File: src/rtl/encoder_arb_pkg.sv
// Shared types and default parameters for the encoder arbiter.
// Optional timeout support is enabled with ENCODER_ARB_TIMEOUT_EN.
package encoder_arb_pkg;

    localparam int DEF_N_REQ       = 4;
    localparam int DEF_DATA_W      = 8;
    localparam int DEF_RES_W       = 3;
    localparam int DEF_TIMEOUT_CYC = 16;

    typedef enum logic [1:0] {
        IDLE  = 2'd0,
        ISSUE = 2'd1,
        WAIT  = 2'd2,
        RESP  = 2'd3
    } state_t;

endpackage

File: src/rtl/rr_pick.sv
// Combinational round-robin picker: first set req bit searching upward
// and cyclically from last_grant+1. Returns one-hot winner, its index and valid.
module rr_pick
    import encoder_arb_pkg::*;
#(
    parameter int N    = DEF_N_REQ,
    parameter int LG_W = $clog2(N)
) (
    input  logic [N-1:0]    req,
    input  logic [LG_W-1:0] last_grant,
    output logic [N-1:0]    winner,
    output logic [LG_W-1:0] winner_idx,
    output logic            valid
);

    logic [LG_W-1:0] cand;

    // Offset 1..N so the previous winner is examined last.
    always_comb begin
        winner     = '0;
        winner_idx = '0;
        valid      = 1'b0;
        cand       = '0;
        for (int i = 1; i <= N; i++) begin
            cand = LG_W'((32'(last_grant) + 32'(i)) % 32'(N));
            if (!valid && req[cand]) begin
                valid        = 1'b1;
                winner_idx   = cand;
                winner[cand] = 1'b1;
            end
        end
    end

endmodule

File: src/rtl/encoder_arbiter.sv
// Round-robin arbiter sharing one encoder among N_REQ requesters.
// Define ENCODER_ARB_TIMEOUT_EN to abort WAIT after TIMEOUT_CYC cycles with rsp_err.
module encoder_arbiter
    import encoder_arb_pkg::*;
#(
    parameter int N_REQ       = DEF_N_REQ,
    parameter int DATA_W      = DEF_DATA_W,
    parameter int RES_W       = DEF_RES_W,
    parameter int TIMEOUT_CYC = DEF_TIMEOUT_CYC
) (
    input  logic                    clk,
    input  logic                    rst,
    input  logic [N_REQ-1:0]        req,
    input  logic [N_REQ*DATA_W-1:0] req_data,
    output logic [N_REQ-1:0]        gnt,
    output logic [N_REQ-1:0]        rsp_valid,
    output logic [RES_W-1:0]        rsp_data,
    output logic                    rsp_err,
    output logic                    enc_start,
    output logic [DATA_W-1:0]       enc_data,
    input  logic                    enc_done,
    input  logic [RES_W-1:0]        enc_result,
    output logic                    busy
);

    localparam int LG_W = $clog2(N_REQ);

    if (N_REQ < 2 || N_REQ > 16 || TIMEOUT_CYC < 1) begin : g_param_check
        $error("encoder_arbiter: unsupported N_REQ or TIMEOUT_CYC");
    end

    state_t            state;
    logic [LG_W-1:0]   last_grant;
    logic [N_REQ-1:0]  pick_onehot;
    logic [LG_W-1:0]   pick_idx;
    logic              pick_valid;
    logic [DATA_W-1:0] pick_word;
    logic              to_fire;

    rr_pick #(
        .N    (N_REQ),
        .LG_W (LG_W)
    ) u_rr_pick (
        .req        (req),
        .last_grant (last_grant),
        .winner     (pick_onehot),
        .winner_idx (pick_idx),
        .valid      (pick_valid)
    );

    always_comb begin
        pick_word = '0;
        for (int i = 0; i < N_REQ; i++) begin
            if (pick_onehot[i]) pick_word = req_data[i*DATA_W +: DATA_W];
        end
    end

`ifdef ENCODER_ARB_TIMEOUT_EN
    localparam int TO_W = $clog2(TIMEOUT_CYC + 1);

    logic [TO_W-1:0] to_cnt;
    logic            err_q;

    // Counter is zero during the first WAIT cycle; fires in the TIMEOUT_CYC-th one.
    assign to_fire = (state == WAIT) && (to_cnt == TO_W'(TIMEOUT_CYC - 1));
    assign rsp_err = err_q;

    always_ff @(posedge clk) begin
        if (rst) begin
            to_cnt <= '0;
            err_q  <= 1'b0;
        end else begin
            if (state == ISSUE)
                to_cnt <= '0;
            else if (state == WAIT && !to_fire)
                to_cnt <= to_cnt + 1'b1;
            // A done arriving with the timeout wins, so no error then.
            if (state == WAIT)
                err_q <= to_fire && !enc_done;
        end
    end
`else
    assign to_fire = 1'b0;
    assign rsp_err = 1'b0;
`endif

    always_ff @(posedge clk) begin
        if (rst) begin
            state      <= IDLE;
            last_grant <= LG_W'(N_REQ - 1);
            gnt        <= '0;
            enc_data   <= '0;
            rsp_data   <= '0;
        end else begin
            case (state)
                IDLE: begin
                    if (pick_valid) begin
                        state      <= ISSUE;
                        gnt        <= pick_onehot;
                        enc_data   <= pick_word;
                        last_grant <= pick_idx;
                    end
                end
                ISSUE: state <= WAIT;
                WAIT: begin
                    if (enc_done) begin
                        state    <= RESP;
                        rsp_data <= enc_result;
                    end else if (to_fire) begin
                        state    <= RESP;
                        rsp_data <= '0;
                    end
                end
                RESP: begin
                    state <= IDLE;
                    gnt   <= '0;
                end
                default: state <= IDLE;
            endcase
        end
    end

    assign enc_start = (state == ISSUE);
    assign rsp_valid = (state == RESP) ? gnt : '0;
    assign busy      = (state != IDLE);

endmodule

File: config.mk
export PLATFORM = sky130hd
export DESIGN_NAME = encoder_arbiter
export DESIGN_NICKNAME = d
export VERILOG_FILES = /design/src/rtl/encoder_arb_pkg.sv /design/src/rtl/rr_pick.sv /design/src/rtl/encoder_arbiter.sv
export SDC_FILE = /design/constraint.sdc
export NUM_CORES = 1
export LEC_CHECK = 0
export CORE_MARGIN = 8
export CORE_UTILIZATION = 49
export CTS_CLUSTER_SIZE = 40
export DETAILED_ROUTE_END_ITERATION = 7
export GPL_TIMING_DRIVEN = 0
export PLACE_DENSITY = 0.87
export SKIP_CTS_REPAIR_TIMING = 1
export SYNTH_ARGS = -nofsm -noshare
export SYNTH_HDL_FRONTEND = slang
export SYNTH_SLANG_ARGS = --single-unit
File: constraint.sdc
create_clock -name clk -period 5.12 [get_ports clk]
set_input_delay 0.768 -clock clk [delete_from_list [all_inputs] [get_ports clk]]
set_output_delay 0.768 -clock clk [all_outputs]
set_load 0.02 [all_outputs]
==> impl_metrics.toml, run 1 <==
[outcome]
outcome = "finished clean"

[synthesis]
synth-seq-cells = 19
synth_compound_area_share_pct = 38.6
synth.distinct_cells = 48
synth_edf_count = 0
async_flop_share_pct = 0
muxShareOfSynthArea_pct = 4.04
netlist_area_um2 = 1770
synth_ff_type = "dfxtp_1"
syn_inst = 206
syn-num-nets = 261
ys_seq_area_share_pct = 21.5
yosysWarnings = 0
synth_top_family_by_area = "compound AO/OA/AOI/OAI gates"
synth_fa_ha_area_share_pct = 9.21
syn_area_per_cell_um2 = 8.57
synth-simple-area-share_pct = 16.6
synth-xor-area-share_pct = 0.496

[pwr]
powerDensity_nw_per_um2 = 489
totalPowerFinal_uw = 1190
ir_worst_vdd_v = 0.000284
cellLeakagePower_uw = 0.000950

[die]
die-area_um2 = 5780
die_w_um = 76.0
pin_count = 64
die_h_um = 76.0
num_rows = 22
core_um2 = 3550
start_util_pct = 49.7

[placed_design]
placed_cell_area_um2 = 2420
io_buffers = 59
dp_hpwl_mm = 3.89
gp_congestion = 0.784
pre_cts_slack_ns = 1.74

[cts]
numCtsBuffers = 3
h-tree-depth = 1
clock_sinks = 19
cts_tree = "built"
clockBufferDepth = 2
clockRootBuffer = "clkbuf_4"
clk_latency_ns = 0.31
path_clk_slew_ns = 0.12

[job]
maxCapViolations = 0

[sta]
tightest_slew_ns = 0.657
finClkSkew_ns = 0.0134
tns_ns = 0
fmax_mhz = 311
finalSetupViolCount = 0
finalMaxSlewViolations = 0
period_share_pct = 62.9
hold_violations = 0
fin_crit_ns = 3.22
grt_setup_unrepaired = "false"
slew_headroom_pct = 56.2
finalWorstSetupSlack_ns = 1.90

[route]
antenna_left = 0
wl_per_cell_um = 16.0
drt_iter0_markers = 127
via_count = 1800
first_pass_iters = 4
drc = 0
vias_per_cell = 5.68
drt-total-wl_mm = 5.07

[global_routing]
grt_use_total_pct = 16.8
grt_pass1_wl_mm = 8.29
grt_antenna_before_repair = 0
grt_pass1_vias = 1654
grt_overflow = 0
grt_max_degree = 11

[layout]
multi_input_area_um2 = 1220
final_common_cell = "clkdlybuf4s50_1"
diodes = 0
nets = 325
final_area_um2 = 2440
mostFrequentLayoutCells = "59 x clkdlybuf4s50_1, 19 x dfxtp_1, 18 x inv_1"
fillers = 300
area_growth_pct = 38.3
final_layout_size_suffix_gt1_share_pct = 11.9
ff_latch_area_um2 = 380

[setup_path]
path_cells = "buf_6, inv_1, ha_1, mux4_2, or3b_1, a21oi_2, or3_1, buf_4, o211ai_1, a211oi_2"
worst_r2r_endpoint = "enc_data[1]$_SDFFE_PP0P_"
cp.required_ns = 5.32
start_kind = "flip-flop"
reg2regPathDepth = 10
critPathKind = "reg2reg"
crit_path_end_kind = "flip-flop"
cpPeakStageDelay_ns = 0.60
crit_buf_inv = 3
crit_family = "multiplexers"
critical-path-slowest-cell = "mux4_2"
crit_arrival_ns = 3.42
reg2reg_from = "last_grant[0]$_SDFFE_PP1P_"
r2r_slack_ns = 1.90
worst-path-max-fanout = 10

[min_path]
min_from = "rsp_data[0]$_SDFFE_PP0P_"
hold_class = "reg2reg"
hold_depth = 2
hold_end = "rsp_data[0]$_SDFFE_PP0P_"
[sequential cells by signal (all words and copies together), names as in the netlist]
signal      cells
state           2
last_grant      2
enc_data        8
rsp_data        3
gnt             4
[layer usage]
| metal | global-route usage (%) | vias to the layer above | share of wire, % |
|---|---|---|---|
| met5 | 0 | - | 0 |
| met4 | 1.76 | 0 | 0 |
| met3 | 4.83 | 0 | 6.3 |
| met2 | 27.0 | 62 | 47 |
| met1 | 22.2 | 838 | 47 |
| li1 | - | 900 | - |
[worst max-delay path by stage]
stage                                     to                        from  depth (start not counted)  slack [ns]
floorplan           enc_data[2]$_SDFFE_PP0P_  last_grant[0]$_SDFFE_PP1P_                         10        2.28
global placement    enc_data[1]$_SDFFE_PP0P_                      req[0]                          9        1.76
detailed placement  enc_data[1]$_SDFFE_PP0P_                      req[0]                          9        1.74
CTS                 enc_data[1]$_SDFFE_PP0P_  last_grant[0]$_SDFFE_PP1P_                         10        1.86
global route        enc_data[7]$_SDFFE_PP0P_  last_grant[0]$_SDFFE_PP1P_                          9        1.71
finish              enc_data[1]$_SDFFE_PP0P_  last_grant[0]$_SDFFE_PP1P_                         10        1.90
[worst reg2reg max path, stage by stage (launching register included)]
cell and delay (ns):
dfxtp_1 0.56, buf_6 0.20, inv_1 0.09, ha_1 0.40
mux4_2 0.60, or3b_1 0.21, a21oi_2 0.11, or3_1 0.38
buf_4 0.17, o211ai_1 0.29, a211oi_2 0.11
[metrics by stage]
step | hold slack (ns) | std cells | util [%]
2_1_floorplan | 0.510 | 206 | -
3_3_place_gp | 0.444 | 313 | 68.0
3_5_place_dp | 0.450 | 313 | 68.0
4_1_cts | 0.464 | 317 | 68.8
5_1_grt | 0.494 | 317 | 68.8
6_report | 0.461 | 317 | 68.8
[cell usage after synthesis (2+ instances only)]
library cell  count  area [um2]
inv_1            18        67.6
a21boi_0          8        60.1
a22oi_1           4        30.0
clkbuf_1          3        11.3
or3b_1            3        26.3
nor3b_1           3        22.5
a211oi_1          2        15.0
and2_1            5        31.3
nand3_1           3        15.0
nor2_1           11        41.3
o21bai_1          8        60.1
nor3_1            9        45.0
o31ai_1          10        75.1
a21oi_1           7        35.0
a221oi_1          8        70.1
buf_6             4        45.0
dfxtp_1          19         380
mux4_2            2        45.0
a221o_1           2        20.0
o211ai_1          8        60.1
nand2_1          12        45.0
buf_2             5        25.0
ha_1             13         163
o21ai_0           4        20.0
buf_4             2        15.0
nand2b_1          3        18.8
a211oi_2          8         100
a21oi_2           2        17.5
[power breakdown]
part	internal [uW]	total (uW)	switching, uW
logic	384	875	490
clock network	30.4	78.7	48.3
registers	194	241	47.0
[kinds of logic after synthesis]
| kind of cell | after synthesis |
|---|---|
| compound gates | 81 |
| xor+xnor | 1 |
| fa+ha+maj | 13 |
| buf+inv | 32 |
| flops | 19 |
| mux | 3 |
| other cells | 1 |
| simple gates | 56 |
[area by class of cell]
cell class,count,area share [%]
plain buffers,14,3.94
inverters,18,2.77
flip-flops and latches,19,15.6
well taps,48,2.46
multi-input cells,155,50.0
repair buffers,59,24.2
clock buffers,4,1.08
Power figures use the tool's default switching activity.
==> run 2: changes to the inputs <==
Settings changed: CORE_UTILIZATION 49 to 41, PLACE_DENSITY 0.87 to 0.77.
Clock period 5.12 ns to 2.58 ns, I/O delays scaled along.
==> run 2 against run 1 <==
  * The flow now finishes with violations (setup timing)
  * Register-to-register slack got worse by 2.0 ns
  * Sequential share of layout area down 1.3 points
  * Fmax is 19% higher
  * Power grew 130%
  * Core utilization shrank 5.3 points
  * Setup slack worse by 2.0 ns
  * Largest power group unchanged
==> impl_metrics.toml, run 2 (synthesis gave the netlist of run 1 again) <==
[outcome]
outcome = "finished with violations"
violations = "setup timing"

[setup_path]
reg2reg_from = "last_grant[0]$_SDFFE_PP1P_"
cpPeakStageDelay_ns = 0.56
path_cells = "buf_8, inv_8, ha_4, mux4_2, or3b_4, a21oi_4, or3_4, buf_6, o211ai_1, a211oi_2"
worst-path-max-fanout = 7
crit_arrival_ns = 2.83
start_kind = "flip-flop"
r2r_slack_ns = -0.12
cp.required_ns = 2.72
reg2regPathDepth = 10
critical-path-slowest-cell = "mux4_2"
worst_r2r_endpoint = "enc_data[3]$_SDFFE_PP0P_"
crit_path_end_kind = "flip-flop"
critPathKind = "reg2reg"

[cts]
clk_latency_ns = 0.26
numCtsBuffers = 3
clockBufferDepth = 2
clock_sinks = 19
h-tree-depth = 1
clockRootBuffer = "clkbuf_8"
cts_tree = "built"
path_clk_slew_ns = 0.07

[global_routing]
grt_antenna_before_repair = 0
grt_pass1_vias = 1656
grt_overflow = 0
grt_use_total_pct = 14.7
grt_pass1_wl_mm = 7.87
grt_max_degree = 12

[route]
via_count = 1849
drt_iter0_markers = 69
first_pass_iters = 4
antenna_left = 0
drt-total-wl_mm = 5.38
vias_per_cell = 5.59
drc = 0
wl_per_cell_um = 16.3

[die]
pin_count = 64
die_h_um = 81.6
core_um2 = 4260
num_rows = 24
die_w_um = 81.6
start_util_pct = 41.4
die-area_um2 = 6660

[placed_design]
io_buffers = 59
dp_hpwl_mm = 4.01
gp_congestion = 0.822
placed_cell_area_um2 = 2440

[layout]
largest_reg_flops = 8
area_growth_pct = 53.4
mostFrequentLayoutCells = "57 x clkdlybuf4s50_1, 17 x dfxtp_1, 16 x inv_1"
final_common_cell = "clkdlybuf4s50_1"
fillers = 397
nets = 335
top_regs = "enc_data x8, gnt x4, rsp_data x3"
diodes = 0
final_area_um2 = 2710
final_layout_size_suffix_gt1_share_pct = 23.7
regMostFlops = "enc_data"

[sta]
grt_setup_unrepaired = "true"
hold_violations = 0
fin_crit_ns = 2.70
period_share_pct = 104
finalWorstSetupSlack_ns = -0.115
fin_hold_ws_ns = 0.455
tightest_slew_ns = 0.649
finalSetupViolCount = 9
slew_headroom_pct = 56.7
finClkSkew_ns = 0.00625
fmax_mhz = 371
finalMaxSlewViolations = 0

[min_path]
hold_end = "rsp_data[0]$_SDFFE_PP0P_"
hold_depth = 2
min_from = "rsp_data[0]$_SDFFE_PP0P_"
hold_class = "reg2reg"

[pwr]
powerDensity_nw_per_um2 = 1030
ir_worst_vdd_v = 0.000689
cellLeakagePower_uw = 0.00104

[job]
maxCapViolations = 0
[run 2: routing by layer]
layer / GRT usage [%] / part of all wire [%] / vias up / routed length, um
li1: - / - / 915 / -
met3: 4.16 / 7.8 / 2 / 419
met1: 18.6 / 45 / 867 / 2420
met2: 24.9 / 47 / 65 / 2520
met5: 0 / 0 / - / 0
met4: 1.58 / 0.30 / 0 / 16
[run 2: report_power, final]
part / internal (uW) / total, uW / switching [uW]
registers: 391 / 474 / 82.8
logic: 975 / 2110 / 1140
clock network: 107 / 206 / 99.1
[run 2: through the flow]
stage               util [%]  instances  TNS, ns  total power, uW  setup WS [ns]
global placement        57.2        317    -3.78             2220         -0.421
detailed placement      57.2        317    -4.11             2250         -0.457
floorplan                  -        206  -0.0329             1740       -0.00412
finish                  63.5        331   -0.539             2790         -0.115
CTS                     58.3        321    -2.39             2460         -0.332
global route            63.5        331   -0.980             2990         -0.162
[run 2: worst max path at each step]
stage,to,from,depth (start not counted),slack (ns)
6_report,enc_data[3]$_SDFFE_PP0P_,last_grant[0]$_SDFFE_PP1P_,10,-0.12
3_5_place_dp,enc_data[3]$_SDFFE_PP0P_,req[0],8,-0.46
2_1_floorplan,enc_data[2]$_SDFFE_PP0P_,last_grant[0]$_SDFFE_PP1P_,10,-0.004
5_1_grt,enc_data[3]$_SDFFE_PP0P_,last_grant[0]$_SDFFE_PP1P_,10,-0.16
3_3_place_gp,enc_data[0]$_SDFFE_PP0P_,req[0],9,-0.42
4_1_cts,enc_data[3]$_SDFFE_PP0P_,last_grant[1]$_SDFFE_PP1P_,8,-0.33
[run 2: critical path, delay by kind of cell (launching register included)]
family	cells	cell delay (ns)
compound gates	3	0.45
fa+ha+maj	1	0.29
buf+inv	3	0.31
flops	1	0.37
mux	1	0.56
simple gates	2	0.60
[run 2: area by class of cell]
type                            count  area (um2)  share of cell area [%]
Sequential cell                    19         388                    14.3
Clock inverter                      1        5.00                   0.185
Inverter                           18        75.1                    2.77
Timing Repair Buffer               70         676                    24.9
Tap cell                           52        65.1                    2.40
Clock buffer                        3        41.3                    1.52
Multi-Input combinational cell    155        1350                    49.9
Buffer                             13         108                    3.97
==> run 3: changes to the inputs <==
Settings changed: ABC_CLOCK_PERIOD_IN_PS set to 2580.
==> results of run 3 <==
Same layout as run 2: the final DEF is identical, and so are final timing and power.
==> variant 1 (settings of run 1) <==
Build with the macro `ENCODER_ARB_TIMEOUT_EN` defined.
--- a/src/rtl/encoder_arbiter.sv
+++ b/src/rtl/encoder_arbiter.sv
@@ -1,4 +1,6 @@
 // Round-robin arbiter sharing one encoder among N_REQ requesters.
 // Define ENCODER_ARB_TIMEOUT_EN to abort WAIT after TIMEOUT_CYC cycles with rsp_err.
+`define ENCODER_ARB_TIMEOUT_EN
+
 module encoder_arbiter
     import encoder_arb_pkg::*;
Formal check against the unedited RTL: same outputs for any inputs over 10 cycles, from zero or initial values and one cycle with rst high; that may be too few to reach the edited logic, so the function may still have changed.
==> variant 1 against run 1 <==
Sequential power rose by 25%. Largest cell class unchanged. Sequential cell count rose by 6. Setup slack got worse by 150 ps. Design area rose by 16%. Total power rose by 34%. Critical path depth fell by 1. Critical endpoint unchanged. Synthesized area rose by 19%. Routed wire length rose by 13%. Highest routed layer is now met4.
==> variant 1: results (changes against run 1) <==
[run_status]
status=complete, no violations

[global_route]
gr-usage-met3_pct=2.10  ; -2.7 points
use_met1_pct=22.2  ; about the same
gr-usage-met2_pct=26.3  ; -0.66 points
grt_pass1_vias=1885  ; +14%
grt.total_usage_pct=16.5  ; -0.34 points
grt_pass1_wl_um=8870  ; +7.0%

[layout]
largestRegisters=enc_data: 8 flops, to_cnt: 5 flops, gnt: 4 flops
fin_cells=351  ; +11%
final_layout_size_suffix_gt1_share_pct=13.3  ; +1.4 points
fin_nets=359  ; +10%

[pwr]
power_density_mw_per_mm2=567  ; +16%
p_switching_mw=0.785  ; +34%
pg_seq_mw=0.302  ; +25%
p_leak_nw=1.04  ; +9.0%
powerComb_mw=1.17  ; +34%
vdd_drop_max_mv=0.349  ; +23%

[synthesis]
synth_mux_area_share_pct=5.80  ; +1.8 points
synth_area_leaders=dfxtp_1 (24%), ha_1 (9.0%), a21oi_1 (4.5%), mux4_2 (4.3%), nor3b_2 (4.2%)
syn_nets=292  ; +12%
ys_top_cells_by_count=dfxtp_1 (25), a21oi_1 (19), ha_1 (15), inv_1 (15)
ys_seq_area_share_pct=23.9  ; +2.4 points
synth_xor_area_share_pct=1.67  ; +1.2 points
syn_inst=235  ; +14%
synth_cell_types=50  ; +4.2%

[routing]
m1WireLength_um=2420  ; +1.7%
top_layer_used=met4
met3_length_um=452  ; +42%
postRouteWirelength_um=5750  ; +13%
dr.pass1.iters=5  ; +1
met2WireLength_um=2810  ; +18%

[critical_path]
crit_fanout=9  ; -1
worstRegToRegCells=9  ; -1
r2r_slack_ps=1750  ; -150 ps
slowest_delay_ps=670  ; +70 ps

[placement]
post-place-cells=347  ; +11%

[clock_tree]
cts-root-buf=clkbuf_8
clk_pin_slew_ps=90  ; -30 ps
clock_latency_ps=280  ; -30 ps

[hold_path]
whs_endpoint=rsp_err$_SDFFE_PP0P_
worstHoldStart=rsp_err$_SDFFE_PP0P_

[variant 1: layout make-up]
cell class	count	area [sq um]
well taps	50	62.6
fillers	338	1230
flip-flops and latches	25	500
repair buffers	62	621
multi-input cells	179	1440
clock buffers	3	41.3
plain buffers	16	100
clock inverters	1	8.76
inverters	15	56.3
[variant 1: worst max path at each step]
stage / start / end / slack [ps]
3_5_place_dp: req[2] / enc_data[5]$_SDFFE_PP0P_ / 1730
3_3_place_gp: req[2] / enc_data[3]$_SDFFE_PP0P_ / 1770
6_report: last_grant[0]$_SDFFE_PP1P_ / enc_data[1]$_SDFFE_PP0P_ / 1750
2_1_floorplan: last_grant[0]$_SDFFE_PP1P_ / enc_data[4]$_SDFFE_PP0P_ / 2230
5_1_grt: last_grant[0]$_SDFFE_PP1P_ / enc_data[1]$_SDFFE_PP0P_ / 1470
4_1_cts: last_grant[0]$_SDFFE_PP1P_ / enc_data[5]$_SDFFE_PP0P_ / 1760
==> variant 2 (config.mk and constraints of run 1) <==
Made on the original files. The 4 states of `state_t` get a one-hot encoding in 4 bits.
--- a/src/rtl/encoder_arb_pkg.sv
+++ b/src/rtl/encoder_arb_pkg.sv
@@ -8,9 +8,9 @@
     localparam int DEF_TIMEOUT_CYC = 16;
 
-    typedef enum logic [1:0] {
-        IDLE  = 2'd0,
-        ISSUE = 2'd1,
-        WAIT  = 2'd2,
-        RESP  = 2'd3
+    typedef enum logic [3:0] {
+        IDLE  = 4'b0001,
+        ISSUE = 4'b0010,
+        WAIT  = 4'b0100,
+        RESP  = 4'b1000
     } state_t;
 
Function: no difference found for any inputs over 10 cycles, from zero or initial values and one cycle with rst high; not proved beyond that.
==> variant 2 against run 1 <==
Via count is 3.7% higher. Clock power is 6.4% higher. Sequential cell count increased by 2. Routed wire length up 4.4%. Total power rose by 13%. Setup slack got worse by 210 ps. First-iteration DRC count grew 11%. Synthesized area increased by 0.43%. Design area rose by 1.2%. Combinational power rose by 15%. Clock skew down 9.3 ps. Global-route usage is 0.89 points higher.
==> variant 2: results (changes against run 1) <==
[run_status]
status=complete, no violations

[global_route]
gr-usage-met2_pct=30.6  ; +3.6 points
use_met1_pct=21.6  ; -0.60 points
grt_max_degree=13  ; +2
gr-usage-met3_pct=2.12  ; -2.7 points
grt.total_usage_pct=17.7  ; +0.89 points
grt_pass1_wl_um=8810  ; +6.2%

[critical_path]
crit_fanout=10  ; unchanged
worstRegToRegCells=10  ; unchanged
r2r-end=enc_data[5]$_SDFFE_PP0P_
critPathArrivalTime_ps=3670  ; +250 ps
r2r_slack_ps=1690  ; -210 ps
slowest_delay_ps=660  ; +60 ps

[pwr]
vdd_drop_max_mv=0.322  ; +14%
p_leak_nw=0.868  ; -8.6%
p_sw_share_pct=49.8  ; +0.77 points

[routing]
vias_per_cell=5.95  ; +4.7%
drt-initial-drc-count=141  ; +11%
avgRoutedWirePerCell_um=16.9  ; +5.4%

[synthesis]
syn_nets=251  ; -3.8%
ys_seq_area_share_pct=23.7  ; +2.2 points
syn_avg_cell_area_sq_um=8.82  ; +2.9%
synth_cell_types=47  ; -2.1%
ys_top_cells_by_count=dfxtp_1 (21), a211oi_1 (17), a21oi_1 (14), nand2_1 (14), nor3b_1 (10)
synth_area_leaders=dfxtp_1 (24%), a211oi_1 (7.2%), ha_1 (5.6%), mux4_2 (5.1%), nor3b_1 (4.2%)

[clock_tree]
clk_pin_slew_ps=130

[layout]
final_layout_size_suffix_gt1_share_pct=10.5  ; -1.4 points
fin_cells=314  ; -0.95%
fin_nets=317  ; -2.5%
largestRegisters=enc_data: 8 flops, gnt: 4 flops, state: 4 flops

[placement]
place_congestion=0.839  ; +7.1%
hpwl_um=4130  ; +6.1%
io_buffers=61  ; +3.4%
placed_cell_area_sq_mm=0.00244  ; +1.1%

[timing]
holdWs_ps=463  ; +2.57 ps
skew_ps=4.08  ; -9.32 ps

[hold_path]
whs_endpoint=rsp_data[1]$_SDFFE_PP0P_
min_path_type=reg2reg
worstHoldStart=rsp_data[1]$_SDFFE_PP0P_

-- variant 2: cell count changes after synthesis, moves of 8 or more --
cell and delta:
nor2_1 -8, o31ai_1 -8, a211oi_1 +15, nor4_1 +8, a221oi_1 -8, o21a_1 +8
a21boi_0 -8, inv_1 -14
-- variant 2: cells by family (layout without fill, tap and decap cells) --
logic type / count (synthesis) / in the layout / synth area share [%]
buffers and inverters: 19 / 84 / 6.99
XOR/XNOR: 1 / 1 / 0.494
AO/OA/AOI/OAI: 70 / 70 / 30.8
multiplexers: 5 / 5 / 5.65
adder cells (fa/ha/maj): 8 / 8 / 5.65
other: 1 / 1 / 0.212
flip-flops: 21 / 21 / 23.7
AND/OR/NAND/NOR: 76 / 76 / 26.5
-- variant 2: how the worst max path moves through the flow --
stage	start	end	slack [ps]	cells past startpoint
after global routing	last_grant[1]$_SDFFE_PP1P_	enc_data[3]$_SDFFE_PP0P_	1460	8
after global placement	req[2]	enc_data[3]$_SDFFE_PP0P_	1680	8
after detailed placement	req[2]	enc_data[3]$_SDFFE_PP0P_	1640	8
after floorplan	last_grant[0]$_SDFFE_PP1P_	enc_data[6]$_SDFFE_PP0P_	2230	10
final	last_grant[0]$_SDFFE_PP1P_	enc_data[5]$_SDFFE_PP0P_	1690	10
after CTS	last_grant[0]$_SDFFE_PP1P_	enc_data[3]$_SDFFE_PP0P_	1730	9
-- variant 2: area by class of cell --
class	count	area [sq um]
Inverter	4	15.0
Buffer	15	109
Timing Repair Buffer	61	611
Sequential cell	21	420
Tap cell	48	60.1
Clock inverter	1	5.00
Multi-Input combinational cell	161	1230
Clock buffer	3	22.5
Fill cell	317	1110
-- variant 2: worst max-delay path, delay by kind of cell, from the launching register on --
family | cells | cell delay (ps)
and+or+nand+nor | 3 | 740
buffers and inverters | 3 | 590
muxes | 1 | 660
adders and majority gates | 1 | 440
DFF | 1 | 480
AOI/OAI and AO/OA | 2 | 440
-- variant 2: power by group through the flow --
stage                     Sequential [mW]  Combinational, mW  Clock [mW]
final                               0.260               1.01      0.0837
after CTS                           0.260              0.998      0.0831
after global routing                0.268               1.09      0.0900
after global placement              0.261              0.973           0
after detailed placement            0.264              0.993           0
after floorplan                     0.300              0.663           0
-- variant 2: metal layers --
layer | up-vias | share of wire, %
li1 | 916 | -
met1 | 892 | 45
met2 | 50 | 49
met3 | 9 | 3.8
met4 | 0 | 1.9
met5 | - | 0
